`config.mk`:
```
export PLATFORM = sky130hd
export DESIGN_NAME = control_sequencer_flat
export DESIGN_NICKNAME = d
export VERILOG_FILES = /design/src/rtl/control_sequencer_if.sv /design/src/rtl/control_sequencer.sv /design/src/flat_wrapper.sv
export SDC_FILE = /design/constraint.sdc
export NUM_CORES = 1
export LEC_CHECK = 0
export BUFFER_PORTS_ARGS = -buffer_cell sky130_fd_sc_hd__buf_2
export CAP_MARGIN = 5
export CORE_MARGIN = 5
export CORE_UTILIZATION = 53
export CTS_CLUSTER_SIZE = 14
export DETAILED_ROUTE_END_ITERATION = 7
export PLACE_DENSITY = 0.79
export SLEW_MARGIN = 0
export SYNTH_ARGS = -nofsm -noshare
export SYNTH_HDL_FRONTEND = slang
export SYNTH_SLANG_ARGS = --single-unit
```
`constraint.sdc`:
```
create_clock -name CLOCK -period 5.2 [get_ports CLOCK]
set_clock_uncertainty 0.2 [all_clocks]
set_input_delay 0.52 -clock CLOCK [delete_from_list [all_inputs] [get_ports CLOCK]]
set_output_delay 0.52 -clock CLOCK [all_outputs]
set_load 0.02 [all_outputs]
```
`src/rtl/control_sequencer_if.sv`:
```
// Purpose: bundles the sequencer's instruction/flag inputs and control outputs.
//   master : drives INSTRUCTION, CARRY_FLAG, ZERO_FLAG (and RUN/STEP), observes CTRL/HALTED
//   slave  : the sequencer itself
// Optional feature macro: SEQ_SINGLE_STEP_EN adds RUN and STEP.
interface control_sequencer_if #(
  parameter int unsigned BUS_WIDTH = 16
);
  logic [BUS_WIDTH-1:0] INSTRUCTION;
  logic                 CARRY_FLAG;
  logic                 ZERO_FLAG;
  logic [14:0]          CTRL;
  logic                 HALTED;
`ifdef SEQ_SINGLE_STEP_EN
  logic                 RUN;
  logic                 STEP;

  modport master (output INSTRUCTION, CARRY_FLAG, ZERO_FLAG, RUN, STEP,
                  input  CTRL, HALTED);
  modport slave  (input  INSTRUCTION, CARRY_FLAG, ZERO_FLAG, RUN, STEP,
                  output CTRL, HALTED);
`else
  modport master (output INSTRUCTION, CARRY_FLAG, ZERO_FLAG,
                  input  CTRL, HALTED);
  modport slave  (input  INSTRUCTION, CARRY_FLAG, ZERO_FLAG,
                  output CTRL, HALTED);
`endif
endinterface

```
`src/rtl/control_sequencer.sv`:
```
// Purpose: fetch/decode/execute microsequencer producing registered per-cycle control strobes.
// Ports:
//   CLOCK  : clock, all state on posedge
//   RESET  : asynchronous active-low reset
//   bus    : control_sequencer_if.slave (INSTRUCTION, CARRY_FLAG, ZERO_FLAG in; CTRL, HALTED out)
// Optional feature macro: SEQ_SINGLE_STEP_EN (RUN/STEP single-step control with a WAIT state).
module control_sequencer #(
  parameter int unsigned BUS_WIDTH    = 16,
  parameter int unsigned OPCODE_WIDTH = 4
) (
  input  logic                  CLOCK,
  input  logic                  RESET,
  control_sequencer_if.slave    bus
);

  localparam int unsigned CTRL_W = 15;
  localparam int unsigned STEP_W = 3;

  typedef logic [CTRL_W-1:0]       ctrl_t;
  typedef logic [OPCODE_WIDTH-1:0] op_t;
  typedef logic [STEP_W-1:0]       step_t;

  localparam ctrl_t PC_CNT   = ctrl_t'(15'h0001);
  localparam ctrl_t PC_EN    = ctrl_t'(15'h0002);
  localparam ctrl_t PC_LD    = ctrl_t'(15'h0004);
  localparam ctrl_t MAR_LD   = ctrl_t'(15'h0008);
  localparam ctrl_t RAM_EN   = ctrl_t'(15'h0010);
  localparam ctrl_t RAM_LD   = ctrl_t'(15'h0020);
  localparam ctrl_t IR_LD    = ctrl_t'(15'h0040);
  localparam ctrl_t IR_EN    = ctrl_t'(15'h0080);
  localparam ctrl_t A_LD     = ctrl_t'(15'h0100);
  localparam ctrl_t A_EN     = ctrl_t'(15'h0200);
  localparam ctrl_t B_LD     = ctrl_t'(15'h0400);
  localparam ctrl_t ALU_EN   = ctrl_t'(15'h0800);
  localparam ctrl_t ALU_SUB  = ctrl_t'(15'h1000);
  localparam ctrl_t FLAGS_LD = ctrl_t'(15'h2000);
  localparam ctrl_t OUT_LD   = ctrl_t'(15'h4000);

  localparam op_t OP_LDA = op_t'(4'h1);
  localparam op_t OP_ADD = op_t'(4'h2);
  localparam op_t OP_SUB = op_t'(4'h3);
  localparam op_t OP_STA = op_t'(4'h4);
  localparam op_t OP_LDI = op_t'(4'h5);
  localparam op_t OP_JMP = op_t'(4'h6);
  localparam op_t OP_JC  = op_t'(4'h7);
  localparam op_t OP_JZ  = op_t'(4'h8);
  localparam op_t OP_OUT = op_t'(4'hE);
  localparam op_t OP_HLT = op_t'(4'hF);

`ifdef SEQ_SINGLE_STEP_EN
  typedef enum logic [2:0] {S_BOOT, S_FETCH, S_EXEC, S_HALT, S_WAIT} phase_t;
`else
  typedef enum logic [1:0] {S_BOOT, S_FETCH, S_EXEC, S_HALT} phase_t;
`endif

  phase_t phase_q, phase_d, restart_phase;
  step_t  step_q, step_d;
  op_t    op_q, op_d;
  logic   carry_q, carry_d, zero_q, zero_d;
  ctrl_t  ctrl_q, ctrl_d;
  logic   halted_q, halted_d;

  // Index of the final EXEC step for a held opcode and sampled flags.
  function automatic step_t exec_last(op_t op, logic c, logic z);
    case (op)
      OP_LDA, OP_STA:          exec_last = step_t'(3);
      OP_ADD, OP_SUB:          exec_last = step_t'(5);
      OP_LDI, OP_JMP, OP_OUT:  exec_last = step_t'(1);
      OP_JC:                   exec_last = c ? step_t'(1) : step_t'(0);
      OP_JZ:                   exec_last = z ? step_t'(1) : step_t'(0);
      default:                 exec_last = step_t'(0);
    endcase
  endfunction

  // Microcode: control word for one EXEC step.
  function automatic ctrl_t exec_word(op_t op, step_t step, logic c, logic z);
    logic  taken;
    ctrl_t sub;
    exec_word = '0;
    taken     = (op == OP_JMP) || ((op == OP_JC) && c) || ((op == OP_JZ) && z);
    sub       = (op == OP_SUB) ? ALU_SUB : '0;
    case (op)
      OP_LDA, OP_ADD, OP_SUB, OP_STA: begin
        case (step)
          step_t'(0): exec_word = IR_EN;
          step_t'(1): exec_word = IR_EN | MAR_LD;
          step_t'(2): exec_word = (op == OP_STA) ? A_EN : RAM_EN;
          step_t'(3): begin
            if (op == OP_STA)      exec_word = A_EN | RAM_LD;
            else if (op == OP_LDA) exec_word = RAM_EN | A_LD;
            else                   exec_word = RAM_EN | B_LD;
          end
          step_t'(4): exec_word = ALU_EN | sub;
          step_t'(5): exec_word = ALU_EN | A_LD | FLAGS_LD | sub;
          default:    exec_word = '0;
        endcase
      end
      OP_LDI:  exec_word = (step == step_t'(0)) ? IR_EN : (IR_EN | A_LD);
      OP_JMP, OP_JC, OP_JZ:
        if (taken) exec_word = (step == step_t'(0)) ? IR_EN : (IR_EN | PC_LD);
      OP_OUT:  exec_word = (step == step_t'(0)) ? A_EN : (A_EN | OUT_LD);
      default: exec_word = '0;
    endcase
  endfunction

`ifdef SEQ_SINGLE_STEP_EN
  logic step_prev_q, step_prev_d, step_rise;
  assign step_prev_d   = bus.STEP;
  assign step_rise     = bus.STEP && !step_prev_q;
  // RUN only matters when a new instruction would begin.
  assign restart_phase = bus.RUN ? S_FETCH : S_WAIT;

  always_ff @(posedge CLOCK or negedge RESET) begin
    if (!RESET) step_prev_q <= 1'b0;
    else        step_prev_q <= step_prev_d;
  end
`else
  assign restart_phase = S_FETCH;
`endif

  // State register.
  always_ff @(posedge CLOCK or negedge RESET) begin
    if (!RESET) begin
      phase_q  <= S_BOOT;
      step_q   <= '0;
      op_q     <= '0;
      carry_q  <= 1'b0;
      zero_q   <= 1'b0;
      ctrl_q   <= '0;
      halted_q <= 1'b0;
    end else begin
      phase_q  <= phase_d;
      step_q   <= step_d;
      op_q     <= op_d;
      carry_q  <= carry_d;
      zero_q   <= zero_d;
      ctrl_q   <= ctrl_d;
      halted_q <= halted_d;
    end
  end

  // Next-state logic; opcode and flags are captured on entry to EXEC0.
  always_comb begin
    phase_d = phase_q;
    step_d  = step_q;
    op_d    = op_q;
    carry_d = carry_q;
    zero_d  = zero_q;
    case (phase_q)
      S_BOOT: begin
        phase_d = restart_phase;
        step_d  = '0;
      end
      S_FETCH: begin
        if (step_q == step_t'(3)) begin
          phase_d = S_EXEC;
          step_d  = '0;
          op_d    = bus.INSTRUCTION[BUS_WIDTH-1 -: OPCODE_WIDTH];
          carry_d = bus.CARRY_FLAG;
          zero_d  = bus.ZERO_FLAG;
        end else begin
          step_d = step_q + step_t'(1);
        end
      end
      S_EXEC: begin
        if (step_q == exec_last(op_q, carry_q, zero_q)) begin
          phase_d = (op_q == OP_HLT) ? S_HALT : restart_phase;
          step_d  = '0;
        end else begin
          step_d = step_q + step_t'(1);
        end
      end
`ifdef SEQ_SINGLE_STEP_EN
      S_WAIT: begin
        if (bus.RUN || step_rise) begin
          phase_d = S_FETCH;
          step_d  = '0;
        end
      end
`endif
      default: phase_d = phase_q;
    endcase
  end

  // Output decode of the next state so CTRL/HALTED always match the registered state.
  always_comb begin
    ctrl_d   = '0;
    halted_d = 1'b0;
    case (phase_d)
      S_FETCH: begin
        case (step_d)
          step_t'(0): ctrl_d = PC_EN;
          step_t'(1): ctrl_d = PC_EN | MAR_LD;
          step_t'(2): ctrl_d = RAM_EN;
          step_t'(3): ctrl_d = RAM_EN | IR_LD | PC_CNT;
          default:    ctrl_d = '0;
        endcase
      end
      S_EXEC:  ctrl_d   = exec_word(op_d, step_d, carry_d, zero_d);
      S_HALT:  halted_d = 1'b1;
      default: ctrl_d   = '0;
    endcase
  end

  assign bus.CTRL   = ctrl_q;
  assign bus.HALTED = halted_q;

endmodule

```
`src/flat_wrapper.sv`:
```
// flat-port wrapper written by rule: the top's interface ports become plain ports
module control_sequencer_flat 
#(
  parameter int unsigned BUS_WIDTH    = 16,
  parameter int unsigned OPCODE_WIDTH = 4
)
  (CLOCK, RESET, bus_INSTRUCTION, bus_CARRY_FLAG, bus_ZERO_FLAG, bus_CTRL, bus_HALTED);
  control_sequencer_if #(.BUS_WIDTH(BUS_WIDTH)) bus_i ();
  input  logic CLOCK;
  input  logic RESET;
  input wire logic [$bits(bus_i.INSTRUCTION)-1:0] bus_INSTRUCTION;
  input wire logic [$bits(bus_i.CARRY_FLAG)-1:0] bus_CARRY_FLAG;
  input wire logic [$bits(bus_i.ZERO_FLAG)-1:0] bus_ZERO_FLAG;
  output wire logic [$bits(bus_i.CTRL)-1:0] bus_CTRL;
  output wire logic [$bits(bus_i.HALTED)-1:0] bus_HALTED;
  assign bus_i.INSTRUCTION = bus_INSTRUCTION;
  assign bus_i.CARRY_FLAG = bus_CARRY_FLAG;
  assign bus_i.ZERO_FLAG = bus_ZERO_FLAG;
  assign bus_CTRL = bus_i.CTRL;
  assign bus_HALTED = bus_i.HALTED;
  control_sequencer #(.BUS_WIDTH(BUS_WIDTH), .OPCODE_WIDTH(OPCODE_WIDTH)) u_core (.CLOCK(CLOCK), .RESET(RESET), .bus(bus_i));
endmodule
```
==> metrics.md <==
| Metric | Value |
|---|---|
| Status | `completed` |
| Slowest stage cell, crit path | `dfrtp_1` |
| # DRC | `0` |
| Worst-Skew Late Latency | `0.33 ns` |
| CP delay by family, top | `simple AND/OR/NAND/NOR gates` |
| Ys Warns | `0` |
| Die area | `4170 sq um` |
| Area delta synth->final | `10.5%` |
| Period minus WS final | `3.90 ns` |
| MaxCap Viol Count | `0` |
| Starting Density | `0.563` |
| Post-synth top cells | `26 x dfrtp_1, 13 x inv_1, 9 x a21oi_1, 8 x nand2_1, 7 x nor3_1` |
| Vias per cell | `between 6 and 7` |
| Post-synthesis sequential area ratio | `0.412` |
| DP Wirelength | `approximately 2.4 mm` |
| Fill cells | `approximately 250` |
| IO Pins | `36` |
| Number of synthesized flops with an enable pin | `0` |
| Clk slew on worst S/H paths | `~0.14 ns` |
| Most area-hungry cell type in the Yosys netlist | `dfrtp_1` |
| First-pass GRT wire length | `5.57 mm` |
| Crit-path max cell delay | `between 0.5 and 0.6 ns` |
| Cell Area, Synth | `around 1600 sq um` |
| Gp weighted congestion | `slightly below 0.9` |
| Ys flop type | `dfrtp_1` |
| Die width | `between 60 and 70 um` |
| H-tree Lvls | `1` |
| P per Cell Area | `between 600 and 700 nW/um^2` |
| Worst path buffer plus inverter count | `1` |
| Overall routing resource usage | `0.168` |
| Fmax | `about 260 MHz` |
| Number of global-route vias before repair | `between 1000 and 1500` |
| Total grt overflow | `0` |
| CP Class | `reg2reg` |
| Root Driver | `clkbuf_4` |
| Unrepaired setup endpoints after global routing | `no` |
| Post-route antenna net violation count | `0` |
| Share of cells above drive strength 1 | `0.229` |
| Ant diodes | `0` |
| Final WL | `approximately 3.2 mm` |
| Critical path arrival | `approximately 4 ns` |
| Row count | `19` |
| Largest net degree at the start of global routing | `27` |
| CTS tree | `built` |
| Port bufs | `23` |
| Nature of the critical path startpoint | `flop` |
| Worst IR Drop VDD | `about 0.00033 V` |
| Initial antenna violation count | `0` |
| Fin crit share | `0.750` |
| Die H | `64.6 um` |
| Mapped Nets | `186` |
| Clock net sink count | `26` |
| Async SR Flop Fraction | `1.00` |
| Setup TNS | `0 ns` |
| Synthesized area per cell | `about 9.9 sq um` |
| Resized cells post-CTS | `0` |
| Register bit total from synthesis | `26` |
| Fin. max-slew vios | `0` |
| Crit-path cells | `or3_1 > a311o_1 > and2_4 > o31ai_4 > nand2_1 > a21oi_1 > inv_1 > ha_1 > nand2b_1 > nand2b_1 > or3b_1 > o221ai_1` |
| Worst Path Max Fanout | `13` |
| Cell mode on critical path | `nand2b_1` |
| CTS buffer count | `3` |
| Synth area leaders | `dfrtp_1 41%, ha_1 4.8%, mux2i_1 3.2%` |
| Worst slew pin tran | `approximately 0.55 ns` |
| Hold Vio Cnt, Final | `0` |
| Slew HR | `0.630` |
| Routed via count | `about 1300` |
| Hold crit path type | `in2reg` |
| Count leader, synth | `dfrtp_1` |
| Placeable Area | `2810 sq um` |
| WL/cell | `between 15 and 20 um` |
| Pwr Total | `1.13 mW` |
| Nets | `206` |
| Max Root-Sink Buffers | `2` |
| Post-synth cell types | `55` |
| Initial DRT Pass Iterations | `4` |
| DRT iter0 DRCs | `50` |
| Final setup vio count | `0` |
| Gate Count Post-Synth | `160` |
| Leak | `0.854 nW` |
| Post-CTS setup buffer count | `0` |
| Yosys top cell area share | `0.412` |
| WP data required | `around 5.3 ns` |
| Worst Setup End Kind | `flop` |
==> layer usage <==
metal | part of all wire | vias up | global-route usage
met2 | 0.49 | 43 | 0.277
met5 | 0 | - | 0
li1 | - | 618 | -
met4 | 0.0088 | 0 | 0.0475
met3 | 0.068 | 4 | 0.0397
met1 | 0.43 | 608 | 0.222
==> final timing paths <==
| path | endpoint | startpoint | cells past startpoint | slack [ns] |
|---|---|---|---|---|
| max | u_core.bus.CTRL[8] | u_core.op_q[1] | 12 | 1.30 |
| max reg2reg | u_core.bus.CTRL[8] | u_core.op_q[1] | 12 | 1.30 |
| min in group asynchronous | u_core.bus.CTRL[2] | RESET | 2 | 0.49 |
| min | u_core.carry_q | bus_CARRY_FLAG | 2 | 0.22 |
| min reg2reg | u_core.carry_q | u_core.carry_q | 1 | 0.34 |
| max in group asynchronous | u_core.bus.CTRL[9] | RESET | 2 | 3.94 |
==> state kept, by name, summed over array words and instances, names as in the netlist <==
signal,flops
u_core.phase_q,2
u_core.step_q,3
u_core.bus.CTRL,14
u_core.carry_q,1
u_core.bus.HALTED,1
u_core.zero_q,1
u_core.op_q,4
==> power breakdown <==
part | internal (mW) | leakage, nW | switching [mW]
logic | 0.253 | 0.490 | 0.389
clock network | 0.0780 | 0.0279 | 0.0613
registers | 0.258 | 0.336 | 0.0921
total | 0.589 | 0.854 | 0.542
==> kinds of logic after synthesis <==
group                      synth area share
and+or+nand+nor                       0.218
AOI/OAI and AO/OA                     0.199
DFF                                   0.412
buffers and inverters                0.0657
muxes                                0.0530
adders and majority gates            0.0475
xor gates and xnor gates            0.00554
==> what timing repair did <==
action,CTS,global route
hold endpoints to repair,26,0
hold buffers,1,0
endpoints found under the setup margin,0,0
==> cell type report <==
| class | instances | area, sq um | area share |
|---|---|---|---|
| repair buffers | 24 | 125 | 0.0717 |
| inverters | 14 | 52.6 | 0.0301 |
| flip-flops and latches | 26 | 651 | 0.373 |
| clock inverters | 1 | 30.0 | 0.0172 |
| well taps | 31 | 38.8 | 0.0222 |
| clock buffers | 3 | 22.5 | 0.0129 |
| multi-input cells | 111 | 826 | 0.473 |
==> cells in the final DEF (no fill, tap or decap), types with 2 or more instances in the layout <==
cell and n:
nand2b_1 4, mux2_2 3, or3_1 5, clkbuf_4 3, nor3b_1 3, nand2_1 8
nor2_1 6, mux2i_1 5, nor2b_1 3, nor4_1 4, nor3_1 7, nand3b_1 2
o21ai_1 2, ha_1 6, dfrtp_1 26, o21ai_0 5, a21oi_1 9, a31oi_1 4
o21bai_1 3, buf_2 23, inv_1 13, nand3_1 3
==> per-stage QoR <==
| stage | std cells | area [sq um] | util | worst slack (ns) | hold WS, ns |
|---|---|---|---|---|---|
| 3_5_place_dp | 205 | 1680 | 0.600 | 1.34 | 0.314 |
| 3_3_place_gp | 205 | 1680 | 0.600 | 1.35 | 0.309 |
| 6_report | 210 | 1750 | 0.622 | 1.30 | 0.225 |
| 2_1_floorplan | 160 | 1580 | - | 1.59 | 0.0244 |
| 5_1_grt | 210 | 1750 | 0.622 | 1.05 | 0.210 |
| 4_1_cts | 210 | 1750 | 0.622 | 1.30 | 0.224 |
Power figures use the tool's default switching activity.
